### config.mk
export PLATFORM = sky130hd
export DESIGN_NAME = vram_arbiter
export DESIGN_NICKNAME = d
export VERILOG_FILES = /design/src/rtl/vram_arbiter_pkg.sv /design/src/rtl/vram_arbiter.sv
export SDC_FILE = /design/constraint.sdc
export NUM_CORES = 1
export LEC_CHECK = 0
export BUFFER_PORTS_ARGS = -buffer_cell sky130_fd_sc_hd__buf_4
export CELL_PAD_IN_SITES_DETAIL_PLACEMENT = 1
export CELL_PAD_IN_SITES_GLOBAL_PLACEMENT = 1
export CORE_MARGIN = 1.5
export CORE_UTILIZATION = 36
export DETAILED_ROUTE_END_ITERATION = 16
export PLACE_DENSITY_LB_ADDON = 0.2
export SYNTH_ARGS = -nofsm -noshare
export SYNTH_HDL_FRONTEND = slang
export SYNTH_SLANG_ARGS = --single-unit
export TNS_END_PERCENT = 30
### constraint.sdc
create_clock -name clk -period 1.7 [get_ports clk]
set_input_delay 0.085 -clock clk [delete_from_list [all_inputs] [get_ports clk]]
set_output_delay 0.085 -clock clk [all_outputs]
set_load 0.005 [all_outputs]
### src/rtl/vram_arbiter_pkg.sv
// rtl/vram_arbiter_pkg.sv - shared encodings for the video RAM arbiter
// Purpose: FSM state and slot-owner encodings, default RAM latency and
//          slot counter width used by vram_arbiter.
// Ports:   none (package).
package vram_arbiter_pkg;

  typedef enum logic {
    ST_IDLE   = 1'b0,
    ST_ACCESS = 1'b1
  } arbState_t;

  typedef enum logic {
    OWN_VID = 1'b0,
    OWN_CPU = 1'b1
  } owner_t;

  // Cycles from mem_en to mem_rdata valid; legal range 1..15.
  localparam int DEFAULT_MEM_LAT = 2;

  // Slot counter holds MEM_LAT at most, so 4 bits cover the legal range.
  localparam int CNT_W = 4;

endpackage

### src/rtl/vram_arbiter.sv
// rtl/vram_arbiter.sv - single-port video RAM arbiter, display fetch over CPU
// Purpose: shares one video RAM between the display fetch path and the CPU.
//          Display fetches have strict priority; CPU accesses fill idle slots
//          through a req/ack handshake. Each access occupies MEM_LAT+1 cycles.
// Ports:
//   clk, resetn                 clock, asynchronous active-low reset
//   vid_req, vid_addr           one-cycle fetch request and its address
//   vid_valid, vid_data         fetch-complete pulse and held fetched byte
//   vid_overrun                 sticky: request arrived while one was pending
//   cpu_req/we/addr/wdata       level request, held until cpu_ack
//   cpu_ack, cpu_rdata          completion pulse and held read data
//   mem_en/we/addr/wdata        RAM strobe and held access controls
//   mem_rdata                   RAM read data, valid MEM_LAT cycles after mem_en
module vram_arbiter
  import vram_arbiter_pkg::*;
#(
  parameter int ADDR_W  = 13,
  parameter int DATA_W  = 8,
  parameter int MEM_LAT = DEFAULT_MEM_LAT
) (
  input  logic              clk,
  input  logic              resetn,
  input  logic              vid_req,
  input  logic [ADDR_W-1:0] vid_addr,
  output logic              vid_valid,
  output logic [DATA_W-1:0] vid_data,
  output logic              vid_overrun,
  input  logic              cpu_req,
  input  logic              cpu_we,
  input  logic [ADDR_W-1:0] cpu_addr,
  input  logic [DATA_W-1:0] cpu_wdata,
  output logic              cpu_ack,
  output logic [DATA_W-1:0] cpu_rdata,
  output logic              mem_en,
  output logic              mem_we,
  output logic [ADDR_W-1:0] mem_addr,
  output logic [DATA_W-1:0] mem_wdata,
  input  logic [DATA_W-1:0] mem_rdata
);

  localparam logic [CNT_W-1:0] LAT_CNT = CNT_W'(MEM_LAT);

  arbState_t         state;
  arbState_t         nextState;
  logic [CNT_W-1:0]  cnt;
  logic [CNT_W-1:0]  nextCnt;
  owner_t            owner;

  logic              vidPend;
  logic [ADDR_W-1:0] pendAddr;

  logic              vidCand;
  logic              cpuCand;
  logic              cpuInFlight;
  logic              arbSlot;
  logic              slotDone;
  logic              grantVid;
  logic              grantCpu;

  // State register.
  always_ff @(posedge clk or negedge resetn) begin
    if (!resetn) begin
      state <= ST_IDLE;
      cnt   <= '0;
    end else begin
      state <= nextState;
      cnt   <= nextCnt;
    end
  end

  // Arbitration and next-state logic.
  always_comb begin
    vidCand     = vid_req | vidPend;
    cpuInFlight = (state == ST_ACCESS) && (owner == OWN_CPU);
    // Blocking on cpu_ack keeps a still-high cpu_req from being served twice
    // in the cycle right after its completion.
    cpuCand     = cpu_req && !cpuInFlight && !cpu_ack;
    arbSlot     = (state == ST_IDLE) || (cnt == '0);
    slotDone    = (state == ST_ACCESS) && (cnt == '0);
    grantVid    = arbSlot && vidCand;
    grantCpu    = arbSlot && !vidCand && cpuCand;

    nextState = state;
    nextCnt   = cnt;
    case (state)
      ST_IDLE: begin
        if (grantVid || grantCpu) begin
          nextState = ST_ACCESS;
          nextCnt   = LAT_CNT;
        end
      end
      ST_ACCESS: begin
        if (cnt == '0) begin
          // Last slot cycle doubles as the next arbitration cycle, so
          // back-to-back slots have no gap.
          if (grantVid || grantCpu) begin
            nextState = ST_ACCESS;
            nextCnt   = LAT_CNT;
          end else begin
            nextState = ST_IDLE;
          end
        end else begin
          nextCnt = cnt - CNT_W'(1);
        end
      end
      default: nextState = ST_IDLE;
    endcase
  end

  // Datapath: RAM controls, pending video request, completion outputs.
  always_ff @(posedge clk or negedge resetn) begin
    if (!resetn) begin
      owner       <= OWN_VID;
      vidPend     <= 1'b0;
      pendAddr    <= '0;
      vid_valid   <= 1'b0;
      vid_data    <= '0;
      vid_overrun <= 1'b0;
      cpu_ack     <= 1'b0;
      cpu_rdata   <= '0;
      mem_en      <= 1'b0;
      mem_we      <= 1'b0;
      mem_addr    <= '0;
      mem_wdata   <= '0;
    end else begin
      mem_en <= grantVid || grantCpu;

      if (grantVid) begin
        owner    <= OWN_VID;
        mem_we   <= 1'b0;
        // A request arriving in the arbitration cycle goes straight to the
        // bus; it is also the newest address if one was pending.
        mem_addr <= vid_req ? vid_addr : pendAddr;
      end else if (grantCpu) begin
        owner     <= OWN_CPU;
        mem_we    <= cpu_we;
        mem_addr  <= cpu_addr;
        mem_wdata <= cpu_wdata;
      end

      if (vid_req && !grantVid) begin
        vidPend  <= 1'b1;
        pendAddr <= vid_addr;
      end else if (grantVid) begin
        vidPend <= 1'b0;
      end

      if (vid_req && vidPend) begin
        vid_overrun <= 1'b1;
      end

      // mem_we still describes the finishing slot here; a new grant in the
      // same cycle only updates it at this edge.
      vid_valid <= 1'b0;
      cpu_ack   <= 1'b0;
      if (slotDone) begin
        if (owner == OWN_VID) begin
          vid_data  <= mem_rdata;
          vid_valid <= 1'b1;
        end else begin
          cpu_ack <= 1'b1;
          if (!mem_we) begin
            cpu_rdata <= mem_rdata;
          end
        end
      end
    end
  end

endmodule

==> results_tabular.tex <==
\begin{tabular}{lr}
\hline
Metric & Value \\
\hline
\multicolumn{2}{l}{\textbf{Route}} \\
Total via count in the routed design & 2,089 \\
DRC violation count after routing & 0 \\
1st-pass router iterations & 3 \\
Detailed Route WL & 7030 um \\
Via-per-instance ratio & approximately 4.7 \\
DRT iter0 DRCs & 41 \\
Per-cell routed wire length & 15.9 um \\
Number of antenna-violating nets in the routed design & 0 \\
\multicolumn{2}{l}{\textbf{Final layout}} \\
Core Util, Final & 0.580 \\
Post-route cell area & about 4200 um\^{}2 \\
Total Nets Final & 385 \\
Number of antenna diodes & 0 \\
Number of fillers in the final layout & 775 \\
Fraction of layout cells with a size suffix above 1 & 0.538 \\
Area grow syn2layout & 56.0\% \\
\multicolumn{2}{l}{\textbf{Clock tree}} \\
Insertion delay of the later-clocked pin in the worst-skew pair & about 0.34 ns \\
Max clock buf depth & 2 \\
Clock tree sinks & 62 \\
Clock transition at the registers of the reported paths & 0.07 ns \\
Root buffer cell & sky130\_fd\_sc\_hd\_\_clkbuf\_8 \\
Clock tree from TritonCTS & done \\
H-tree depth reported by CTS & 3 \\
Clock buffer count from CTS & 9 \\
\multicolumn{2}{l}{\textbf{Floorplanning}} \\
Rows & 31 \\
Overall die width & $\sim$90 um \\
Floorplan die area & approximately 8000 um\^{}2 \\
I/O Pins & 89 \\
Die span in y & 89.5 um \\
Initial core utilization & 0.372 \\
Area inside the core boundary & 7250 um\^{}2 \\
\multicolumn{2}{l}{\textbf{Setup path}} \\
Data arrival at the endpoint of the critical path & 2.05 ns \\
Crit-path max cell delay & 0.39 ns \\
Worst Setup End Kind & flip-flop \\
Startpoint of the most critical register-to-register path & cnt[0] \\
CP Class & flip-flop to flip-flop \\
Crit Path Max Fanout & 10 \\
Destination of the worst register-to-register timing path & mem\_addr[7] \\
Crit path launch type & flip-flop \\
Cell with the largest stage delay on the worst path & sky130\_fd\_sc\_hd\_\_dfrtp\_1 \\
R2R setup slack & -0.13 ns \\
Cell depth of the worst flop-to-flop path & 8 \\
Total buffers and inverters traversed by the critical path & 3 \\
Top cell family by delay on the critical path & simple AND/OR/NAND/NOR gates \\
WP data required & approximately 1.9 ns \\
Cells traversed along the worst timing path & inv\_1 -> ha\_2 -> nor3b\_4 -> buf\_6 -> nor2\_4 -> or2\_4 -> buf\_12 -> mux2\_4 \\
\multicolumn{2}{l}{\textbf{Global route}} \\
Total gr overflow & 0 \\
Maximum number of pins on one net before global-route repair & 34 \\
Routing usage on met1 & 0.226 \\
Met3 Usage GRT & 0.0591 \\
Vias in the first global route & about 2,300 \\
Most congested layer reported by global routing & met2 \\
Met2 GRT Util & 0.327 \\
Global router's overall resource usage & 0.192 \\
Number of antenna violations at the first check in global routing & 0 \\
First-pass GRT wire length & $\sim$11,000 um \\
\multicolumn{2}{l}{\textbf{Status}} \\
Status & complete, but fails checks \\
Violated checks & negative setup slack \\
\multicolumn{2}{l}{\textbf{Placement}} \\
Dpl hpwl & $\sim$4700 um \\
Final weighted congestion in routability-driven placement & 0.720 \\
Placed instance area & 3600 um\^{}2 \\
Number of buffers inserted by port buffering & 88 \\
\multicolumn{2}{l}{\textbf{Hold path}} \\
Worst Hold Endpoint & vidPend \\
Startpoint of the most critical hold path & vid\_req \\
Number of cells traversed by the worst hold path & 4 \\
Worst hold path type & input pin to flip-flop \\
\multicolumn{2}{l}{\textbf{Timing}} \\
Highest clock rate & 547 MHz \\
Post-route clock skew & $\sim$0.0097 ns \\
Final-report max-slew violation count & 0 \\
Endpoints failing setup & 38 \\
Max-slew headroom at the worst pin & 0.725 \\
RSZ-0062 raised after global routing & true \\
Smallest hold slack & 0.167 ns \\
Share of the cycle needed by the critical path after routing & 1.08 \\
Pin slew with the least headroom to its limit & about 0.41 ns \\
Final setup margin & -0.130 ns \\
Final Hold Viols & 0 \\
Final worst path period need & 1.83 ns \\
\multicolumn{2}{l}{\textbf{Pwr}} \\
Pwr dens & 1630 nW/um\^{}2 \\
Static power due to leakage & 2.06 nW \\
Largest vdd supply drop & 0.000877 V \\
Tot Pwr & 6.86 mW \\
\multicolumn{2}{l}{\textbf{Synth}} \\
Mean instance size in the synthesized netlist & 13.7 um\^{}2 \\
Synth top area cells & sky130\_fd\_sc\_hd\_\_dfrtp\_1 (58\%), sky130\_fd\_sc\_hd\_\_mux2\_2 (18\%), sky130\_fd\_sc\_hd\_\_mux2i\_1 (4.8\%) \\
Synth Cell Area & 2700 um\^{}2 \\
Cell count after synthesis & 197 \\
Flip-flop and latch count after synthesis & 62 \\
Count of warnings emitted by yosys & 0 \\
Most area-hungry cell type in the Yosys netlist & sky130\_fd\_sc\_hd\_\_dfrtp\_1 \\
Syn nets & $\sim$250 \\
Proportion of synthesized chip area in sequential cells & 0.576 \\
Share of the synthesized area in the top cell type & 0.576 \\
Unique cell type count in the Yosys netlist & 32 \\
\multicolumn{2}{l}{\textbf{Flow run}} \\
Max Cap Viol & 0 \\
\hline
\end{tabular}
==> worst reg2reg max path, cell delays in order (launching register included) <==
cell                      delay (ns)
sky130_fd_sc_hd__dfrtp_1        0.39
sky130_fd_sc_hd__inv_1          0.06
sky130_fd_sc_hd__ha_2           0.17
sky130_fd_sc_hd__nor3b_4        0.22
sky130_fd_sc_hd__buf_6          0.14
sky130_fd_sc_hd__nor2_4         0.04
sky130_fd_sc_hd__or2_4          0.25
sky130_fd_sc_hd__buf_12         0.15
sky130_fd_sc_hd__mux2_4         0.29
==> timing repair <==
item                       in CTS  in global routing
setup endpoints to repair      38                 54
cloned                          1                  0
pin swaps                       2                  1
hold buffers                   31                  0
hold endpoints to repair       67                  0
resized for setup              15                  0
buffers inserted                2                  0
==> how the worst max path moves through the flow <==
stage            from            to  slack [ns]  cells past startpoint
2_1_floorplan  cnt[0]  mem_addr[10]       -0.12                      8
3_3_place_gp   cnt[1]  cpu_rdata[5]       -0.13                      7
3_5_place_dp   cnt[0]  cpu_rdata[1]       -0.20                      7
4_1_cts        cnt[0]   vid_data[0]       -0.15                      8
5_1_grt        cnt[0]   mem_addr[7]       -0.24                      8
6_report       cnt[0]   mem_addr[7]       -0.13                      8
==> where the power goes <==
group          switching (mW)  total, mW  internal (mW)
clock                   0.574       1.28          0.711
combinational            1.07       3.05           1.99
sequential              0.381       2.52           2.14
total                    2.02       6.86           4.84
==> routing by layer <==
metal,part of all wire,vias to the layer above
met1,0.42,1030
met2,0.50,73
li1,-,976
met5,0,-
met3,0.069,10
met4,0.015,0
==> cell usage after synthesis <==
cell type / count
sky130_fd_sc_hd__buf_6: 1
sky130_fd_sc_hd__buf_12: 1
sky130_fd_sc_hd__a21oi_1: 2
sky130_fd_sc_hd__buf_2: 4
sky130_fd_sc_hd__dfrtp_1: 62
sky130_fd_sc_hd__o21ai_0: 14
sky130_fd_sc_hd__clkbuf_1: 2
sky130_fd_sc_hd__nand2b_1: 2
sky130_fd_sc_hd__a21o_1: 1
sky130_fd_sc_hd__nand3b_1: 1
sky130_fd_sc_hd__nand3_1: 2
sky130_fd_sc_hd__mux2_2: 42
sky130_fd_sc_hd__buf_4: 1
sky130_fd_sc_hd__a2bb2oi_1: 1
sky130_fd_sc_hd__nor3b_4: 1
sky130_fd_sc_hd__nor2b_1: 1
sky130_fd_sc_hd__or2b_1: 1
sky130_fd_sc_hd__nor2_2: 3
sky130_fd_sc_hd__or4_1: 1
sky130_fd_sc_hd__a21boi_2: 1
sky130_fd_sc_hd__ha_1: 1
sky130_fd_sc_hd__a22o_1: 1
sky130_fd_sc_hd__nand2_1: 17
sky130_fd_sc_hd__and3_1: 1
sky130_fd_sc_hd__a31o_2: 2
sky130_fd_sc_hd__inv_1: 4
sky130_fd_sc_hd__o31ai_1: 1
sky130_fd_sc_hd__or2_1: 1
sky130_fd_sc_hd__o22a_1: 1
sky130_fd_sc_hd__mux2i_1: 13
sky130_fd_sc_hd__nor2_1: 3
sky130_fd_sc_hd__mux2_4: 8
==> layout make-up <==
cell class	instances	area, um^2	area share
Clock buffer	10	138	0.0327
Clock inverter	6	61.3	0.0146
Inverter	4	15.0	0.00357
Multi-Input combinational cell	122	1110	0.264
Sequential cell	62	1550	0.369
Tap cell	99	124	0.0295
Timing Repair Buffer	138	1200	0.286
==> flip-flops by register name (all words and copies together), names as in the netlist <==
name and flops:
cnt 4, cpu_ack 1, cpu_rdata 8, mem_addr 13, mem_en 1, mem_wdata 8, mem_we 1, owner 1
pendAddr 13, state 1, vidPend 1, vid_data 8, vid_overrun 1, vid_valid 1
==> through the flow <==
stage                     worst slack (ns)  setup TNS (ns)  cells
after floorplan                     -0.119           -1.27    197
after global placement              -0.129           -2.49    391
after detailed placement            -0.204           -4.58    391
after CTS                           -0.154           -4.02    441
after global routing                -0.243           -8.20    441
final                               -0.130           -3.18    441
==> cell usage in the layout (no fill, tap or decap), types with 3 or more instances in the layout <==
| master | count |
|---|---|
| sky130_fd_sc_hd__dfrtp_1 | 62 |
| sky130_fd_sc_hd__buf_12 | 5 |
| sky130_fd_sc_hd__nand2_1 | 16 |
| sky130_fd_sc_hd__mux2i_1 | 13 |
| sky130_fd_sc_hd__clkbuf_8 | 10 |
| sky130_fd_sc_hd__buf_4 | 99 |
| sky130_fd_sc_hd__mux2_2 | 37 |
| sky130_fd_sc_hd__dlygate4sd3_1 | 31 |
| sky130_fd_sc_hd__mux2_4 | 13 |
| sky130_fd_sc_hd__clkinv_2 | 3 |
| sky130_fd_sc_hd__nor2_1 | 3 |
| sky130_fd_sc_hd__o21ai_0 | 14 |
| sky130_fd_sc_hd__inv_1 | 4 |
==> kinds of logic (layout without fill, tap and decap cells) <==
| family | Yosys count | after routing | synth area share |
|---|---|---|---|
| fa+ha+maj | 1 | 1 | 0.00464 |
| compound gates | 24 | 24 | 0.0557 |
| flops | 62 | 62 | 0.576 |
| mux | 63 | 63 | 0.268 |
| buf+inv | 13 | 158 | 0.0302 |
| simple gates | 34 | 34 | 0.0655 |
No activity file was read; power rests on OpenSTA's default activity.
